[config.mk]
export PLATFORM = sky130hd
export DESIGN_NAME = pipe_ctrl
export DESIGN_NICKNAME = d
export VERILOG_FILES = /design/src/rtl/pipe_ctrl_pkg.sv /design/src/rtl/pipe_ctrl_sat.sv /design/src/rtl/pipe_ctrl.sv
export SDC_FILE = /design/constraint.sdc
export NUM_CORES = 1
export LEC_CHECK = 0
export ABC_AREA = 1
export BUFFER_PORTS_ARGS = -buffer_cell sky130_fd_sc_hd__buf_4
export CAP_MARGIN = 20
export CORE_MARGIN = 2
export CORE_UTILIZATION = 50
export DETAILED_ROUTE_END_ITERATION = 7
export PLACE_DENSITY = 0.94
export SLEW_MARGIN = 20
export SYNTH_ARGS = -nofsm -noshare
export SYNTH_HDL_FRONTEND = slang
export SYNTH_SLANG_ARGS = --single-unit
[constraint.sdc]
create_clock -name clk -period 2.3 [get_ports clk]
set_input_delay 0.46 -clock clk [delete_from_list [all_inputs] [get_ports clk]]
set_output_delay 0.46 -clock clk [all_outputs]
set_load 0.02 [all_outputs]
[src/rtl/pipe_ctrl_pkg.sv]
// pipe_ctrl_pkg: constants and types shared by the pipeline control slice.
//   - FSM state encoding for pipe_ctrl
//   - per-stage stall masks (bit 0 = PC ... bit 5 = WB)
//   - ERET exception code, Stop/NoStop, WriteEnable/WriteDisable, ZeroWord
//   - stall_mask(): fixed-priority stall request resolution
package pipe_ctrl_pkg;

    typedef enum logic {
        ST_RUN      = 1'b0,
        ST_REDIRECT = 1'b1
    } pipe_state_e;

    localparam logic [5:0]  STALL_NONE = 6'b000000;
    localparam logic [5:0]  STALL_ID   = 6'b000111;
    localparam logic [5:0]  STALL_EX   = 6'b001111;
    localparam logic [5:0]  STALL_MEM  = 6'b011111;

    localparam logic [31:0] EXC_ERET   = 32'h0000000e;
    localparam logic [31:0] ZeroWord   = 32'h00000000;

    localparam logic Stop         = 1'b1;
    localparam logic NoStop       = 1'b0;
    localparam logic WriteEnable  = 1'b1;
    localparam logic WriteDisable = 1'b0;

    // The deepest requesting stage wins: it must freeze everything upstream of it.
    function automatic logic [5:0] stall_mask(input logic req_id,
                                              input logic req_ex,
                                              input logic req_mem);
        logic [5:0] m;
        m = STALL_NONE;
        if (req_mem)     m = STALL_MEM;
        else if (req_ex) m = STALL_EX;
        else if (req_id) m = STALL_ID;
        return m;
    endfunction

endpackage

[src/rtl/pipe_ctrl_sat.sv]
// pipe_sat_counter: W-bit up-counter that sticks at all-ones.
// Ports:
//   clk    in   clock
//   rst    in   synchronous active-high reset (to zero)
//   inc_i  in   count enable
//   clr_i  in   clear to zero (dominates inc_i)
//   cnt_o  out  current count
module pipe_sat_counter
    import pipe_ctrl_pkg::*;
#(
    parameter int W = 16
) (
    input  logic         clk,
    input  logic         rst,
    input  logic         inc_i,
    input  logic         clr_i,
    output logic [W-1:0] cnt_o
);

    logic [W-1:0] cnt_q;
    logic [W-1:0] cnt_d;

    always_comb begin
        cnt_d = cnt_q;
        if (clr_i) begin
            cnt_d = '0;
        end else if ((inc_i == WriteEnable) && (cnt_q != {W{1'b1}})) begin
            cnt_d = cnt_q + W'(1);
        end
    end

    always_ff @(posedge clk) begin
        if (rst) cnt_q <= '0;
        else     cnt_q <= cnt_d;
    end

    assign cnt_o = cnt_q;

endmodule

[src/rtl/pipe_ctrl.sv]
// pipe_ctrl: pipeline stall / flush controller.
// An exception seen in RUN flushes the pipe for one cycle and redirects the PC
// (EPC for ERET, EXC_VECTOR otherwise); the following REDIRECT cycle ignores the
// exception input so a still-asserted excepttype_i cannot re-trigger.
// Optional watchdog: define PIPE_STALL_WDT_EN to raise wdt_irq_o after WDT_LIMIT
// consecutive stalled cycles; without it wdt_irq_o is tied low.
// Ports:
//   clk, rst                         clock, synchronous active-high reset
//   stallreq_id/ex/mem               per-stage stall requests
//   excepttype_i, cp0_epc_i          MEM-stage exception code, current EPC
//   stall[5:0], flush, new_pc        pipeline control (combinational)
//   stall_cnt_o, flush_cnt_o         saturating event counters
//   wdt_irq_o, wdt_clr_i             watchdog alarm and its clear
module pipe_ctrl
    import pipe_ctrl_pkg::*;
#(
    parameter logic [31:0] EXC_VECTOR = 32'h00000020,
    parameter int          WDT_LIMIT  = 255
) (
    input  logic        clk,
    input  logic        rst,
    input  logic        stallreq_id,
    input  logic        stallreq_ex,
    input  logic        stallreq_mem,
    input  logic [31:0] excepttype_i,
    input  logic [31:0] cp0_epc_i,
    output logic [5:0]  stall,
    output logic        flush,
    output logic [31:0] new_pc,
    output logic [31:0] stall_cnt_o,
    output logic [15:0] flush_cnt_o,
    output logic        wdt_irq_o,
    input  logic        wdt_clr_i
);

    pipe_state_e state_q;
    pipe_state_e state_d;
    logic        exc_take;
    logic        stall_any;
    logic [31:0] stall_cnt_q;
    logic [15:0] flush_cnt_q;

    assign exc_take = (state_q == ST_RUN) && (excepttype_i != ZeroWord);

    always_comb begin
        state_d = ST_RUN;
        case (state_q)
            ST_RUN:      state_d = exc_take ? ST_REDIRECT : ST_RUN;
            ST_REDIRECT: state_d = ST_RUN;
            default:     state_d = ST_RUN;
        endcase
    end

    always_ff @(posedge clk) begin
        if (rst) state_q <= ST_RUN;
        else     state_q <= state_d;
    end

    // Outputs are forced quiet while rst is high so nothing leaks from a
    // half-finished redirect or stall.
    always_comb begin
        flush  = WriteDisable;
        stall  = STALL_NONE;
        new_pc = ZeroWord;
        if (!rst) begin
            if (exc_take) begin
                flush  = WriteEnable;
                new_pc = (excepttype_i == EXC_ERET) ? cp0_epc_i : EXC_VECTOR;
            end else begin
                stall = stall_mask(stallreq_id, stallreq_ex, stallreq_mem);
            end
        end
    end

    assign stall_any = (stall != STALL_NONE) ? Stop : NoStop;

    pipe_sat_counter #(.W(32)) u_stall_cnt (
        .clk   (clk),
        .rst   (rst),
        .inc_i (stall_any),
        .clr_i (1'b0),
        .cnt_o (stall_cnt_q)
    );

    pipe_sat_counter #(.W(16)) u_flush_cnt (
        .clk   (clk),
        .rst   (rst),
        .inc_i (flush),
        .clr_i (1'b0),
        .cnt_o (flush_cnt_q)
    );

    assign stall_cnt_o = rst ? ZeroWord : stall_cnt_q;
    assign flush_cnt_o = rst ? 16'h0000 : flush_cnt_q;

`ifdef PIPE_STALL_WDT_EN
    // Counter holds the length of the current unbroken stall run. The alarm is
    // set on the same edge the run length reaches WDT_LIMIT.
    localparam logic [15:0] WDT_SET_AT = 16'(WDT_LIMIT - 1);

    logic [15:0] wdt_cnt_q;
    logic        wdt_irq_q;
    logic        wdt_irq_d;

    pipe_sat_counter #(.W(16)) u_wdt_cnt (
        .clk   (clk),
        .rst   (rst),
        .inc_i (stall_any),
        .clr_i (wdt_clr_i || !stall_any),
        .cnt_o (wdt_cnt_q)
    );

    always_comb begin
        wdt_irq_d = wdt_irq_q;
        if (wdt_clr_i)
            wdt_irq_d = 1'b0;
        else if (stall_any && (wdt_cnt_q >= WDT_SET_AT))
            wdt_irq_d = 1'b1;
    end

    always_ff @(posedge clk) begin
        if (rst) wdt_irq_q <= 1'b0;
        else     wdt_irq_q <= wdt_irq_d;
    end

    assign wdt_irq_o = rst ? 1'b0 : wdt_irq_q;
`else
    logic        unused_wdt_clr;
    logic [15:0] unused_wdt_limit;

    assign unused_wdt_clr   = wdt_clr_i;
    assign unused_wdt_limit = 16'(WDT_LIMIT);
    assign wdt_irq_o        = 1'b0;
`endif

endmodule

==> key figures <==
Setup path
  – Crit path capture type: output pin
  – CP dominant cell by count: nand2_1
  – Data required, critical path: 1840 ps
  – Arrival time at the worst endpoint: 1760 ps
  – Max stage delay on crit path: 160 ps
  – Worst-path cell chain: buf_4 -> nor2_1 -> nand2_1 -> inv_1 -> nand2_1 -> nor3_2 -> nand2_2 -> clkinv_4 -> clkbuf_16 -> nand2_1 -> nor2_1 -> buf_4
  – Critical path launch point type: input port
  – Max Fanout on Critical Path: 8
  – Setup CP Type: input port to output pin
  – Slowest cell on the critical path: buf_4

Yosys
  – Synth Warn #: 0
  – Post-synth EDFFs: 0
  – Flops & latches, synth: 49
  – Share of synthesized registers carrying an async set or reset: 0%
  – Cells after Synth: 739
  – Post-synthesis sequential area ratio: 24.0%
  – Top FF cell, synth: dfxtp_1
  – Syn Area/Cell: 5.53 µm²
  – Synthesized area: 4090 µm²
  – Netlist cell types: 28

Floorplanning
  – # rows: 32
  – Die Wd: 94.4 µm
  – Starting Density: 52.4%
  – Die area: 8920 µm²
  – Core area: 7810 µm²
  – Die H: 94.4 µm
  – I/O pin cnt: 158

STA
  – Final hold violations: 0
  – Max Freq: 450 MHz
  – Final setup viols: 0
  – Max Transition Viols Final: 0
  – Fin crit period: 2220 ps
  – Final Skew: 10.3 ps
  – Period utilization: 96.5%

Clock tree
  – CTS root buf: clkbuf_8
  – Hold-fix buffers, CTS: 0
  – TritonCTS buffer count: 5
  – Max Root-Sink Buffers: 2
  – Sink Count: 49
  – Clock transition at path regs: 100 ps
  – Clock Latency Late Sink: 310 ps
  – Max H-tree Level: 2
  – CTS tree: yes

Global routing
  – Vias in the first global route: 4,489
  – Grt total ovfl: 0
  – Global-route wire length before repair: 20,000 µm
  – Total track usage: 27.3%
  – Largest net degree at the start of global routing: 67
  – Initial antenna violation count: 0

Power and ir drop
  – Total Power: 1.92 mW
  – Maximum vdd drop: 0.327 mV
  – Lkg Pwr: 2.34 nW
  – Pwr dens: 345 nW/µm²

Drt
  – Vias: 5,086
  – Vias per std cell: 5.16
  – First-pass DRT Iterations: 4
  – Total Wirelength: 13,000 µm
  – Drt wl/cell: 13.2 µm
  – DRC violations left: 0
  – Post-route ant nets: 0
  – Initial DRC Count: 291

Cells and area
  – Seq. cell area: 981 µm²
  – Share of layout cells above drive strength 1: 23.8%
  – Antenna cells: 0
  – Nets: 954
  – Core occupancy in the finished layout: 71.1%
  – Finished Cell Area: 5550 µm²
  – Area Overhead vs Synth: 35.8%
  – FILL cells: 674
  – Area of the multi-input gates: 2650 µm²

Outcome
  – Status: finished clean

Place
  – GP Congestion: 0.922
  – # port buffers: 154
  – Placed cell area: 5330 µm²
  – Hpwl dp: 9260 µm

Min path
  – Hold crit path type: register to register

Run
  – MaxCap Viol Count: 0
==> cells in the final DEF (no fill, tap or decap), types with 3 or more instances in the layout <==
cell type / instances
nand2_1: 233
nor2_1: 174
buf_4: 166
inv_1: 73
dfxtp_1: 49
nand4_1: 47
a21oi_1: 35
nand3_1: 28
xor2_1: 16
o21ai_0: 11
a21oi_2: 7
nor2_2: 6
clkbuf_8: 5
nand2_2: 3
nor2_4: 3
buf_12: 3
==> power breakdown <==
| part | leakage, nW | switching, mW | internal, mW |
|---|---|---|---|
| Sequential | 0.396 | 0.0113 | 0.858 |
| Clock | 0.0681 | 0.316 | 0.433 |
| Combinational | 1.87 | 0.169 | 0.133 |
==> per-stage QoR <==
step                      hold WS, ps  instances  TNS [ps]  setup slack, ps
final                             484        985         0             80.2
after global routing              517        985      -359            -39.6
after CTS                         484        982         0             25.1
after detailed placement          468        974         0             26.0
after global placement            469        974         0             37.4
after floorplan                   454        740         0             64.4
==> path summary, 6_finish.rpt <==
path                                           start                   end  slack, ps  cells after the start
worst max register to register  u_stall_cnt.cnt_o[0]  u_stall_cnt.cnt_o[0]        310                     11
worst min register to register  u_flush_cnt.cnt_o[3]  u_flush_cnt.cnt_o[3]        480                      2
worst min-delay path            u_flush_cnt.cnt_o[3]  u_flush_cnt.cnt_o[3]        480                      2
worst max-delay path                excepttype_i[13]            new_pc[21]         80                     12
==> registers in the layout (all words and copies together) (netlist names) <==
register           flops
u_flush_cnt.cnt_o     16
state_q                1
u_stall_cnt.cnt_o     32
==> synthesized netlist by cell type (2+ instances only) <==
| cell | n | share of area (%) |
|---|---|---|
| nand2_1 | 235 | 22 |
| nor2_1 | 180 | 17 |
| inv_1 | 74 | 6.8 |
| dfxtp_1 | 49 | 24 |
| nand4_1 | 47 | 7.2 |
| a21oi_1 | 35 | 4.3 |
| nand3_1 | 28 | 3.4 |
| clkbuf_1 | 18 | 1.7 |
| xor2_1 | 16 | 3.4 |
| o21ai_0 | 11 | 1.3 |
| buf_2 | 9 | 1.1 |
| a21oi_2 | 7 | 1.5 |
| buf_6 | 5 | 1.4 |
| buf_4 | 4 | 0.73 |
| nor2_4 | 3 | 0.83 |
| nor3_1 | 3 | 0.37 |
| ha_1 | 2 | 0.61 |
| inv_2 | 2 | 0.18 |
| nand4_4 | 2 | 1.0 |
==> cells by family after synthesis <==
group / synth area share (%)
xor+xnor: 3.43
flops: 24.0
buf+inv: 11.9
simple gates: 52.6
fa+ha+maj: 0.612
compound gates: 7.34
other cells: 0.0917
==> repair_timing <==
item	in CTS	in global routing
gates resized for setup	0	11
setup buffers	0	0
setup endpoints to repair	0	32
==> area by class of cell <==
type,count,area share (%)
timing repair buffer,172,24.6
clock inverter,3,1.17
inverter,76,5.23
tap,102,2.30
multi-input combinational,578,47.8
sequential,49,17.7
clock buffer,5,1.24
==> worst max-delay path, delay by kind of cell <==
kind / cells / cell delay [ps]
and+or+nand+nor: 7 / 720
buffers and inverters: 5 / 580
==> layer usage <==
layer  wire length (µm)  vias up  GRT usage, %
met3               1090       33          4.07
met1               5110     2246          31.9
li1                   -     2588             -
met2               6480      219          51.0
met5                  0        -             0
met4                325        0          8.45
Note: power is estimated with default switching activity, not from simulation.
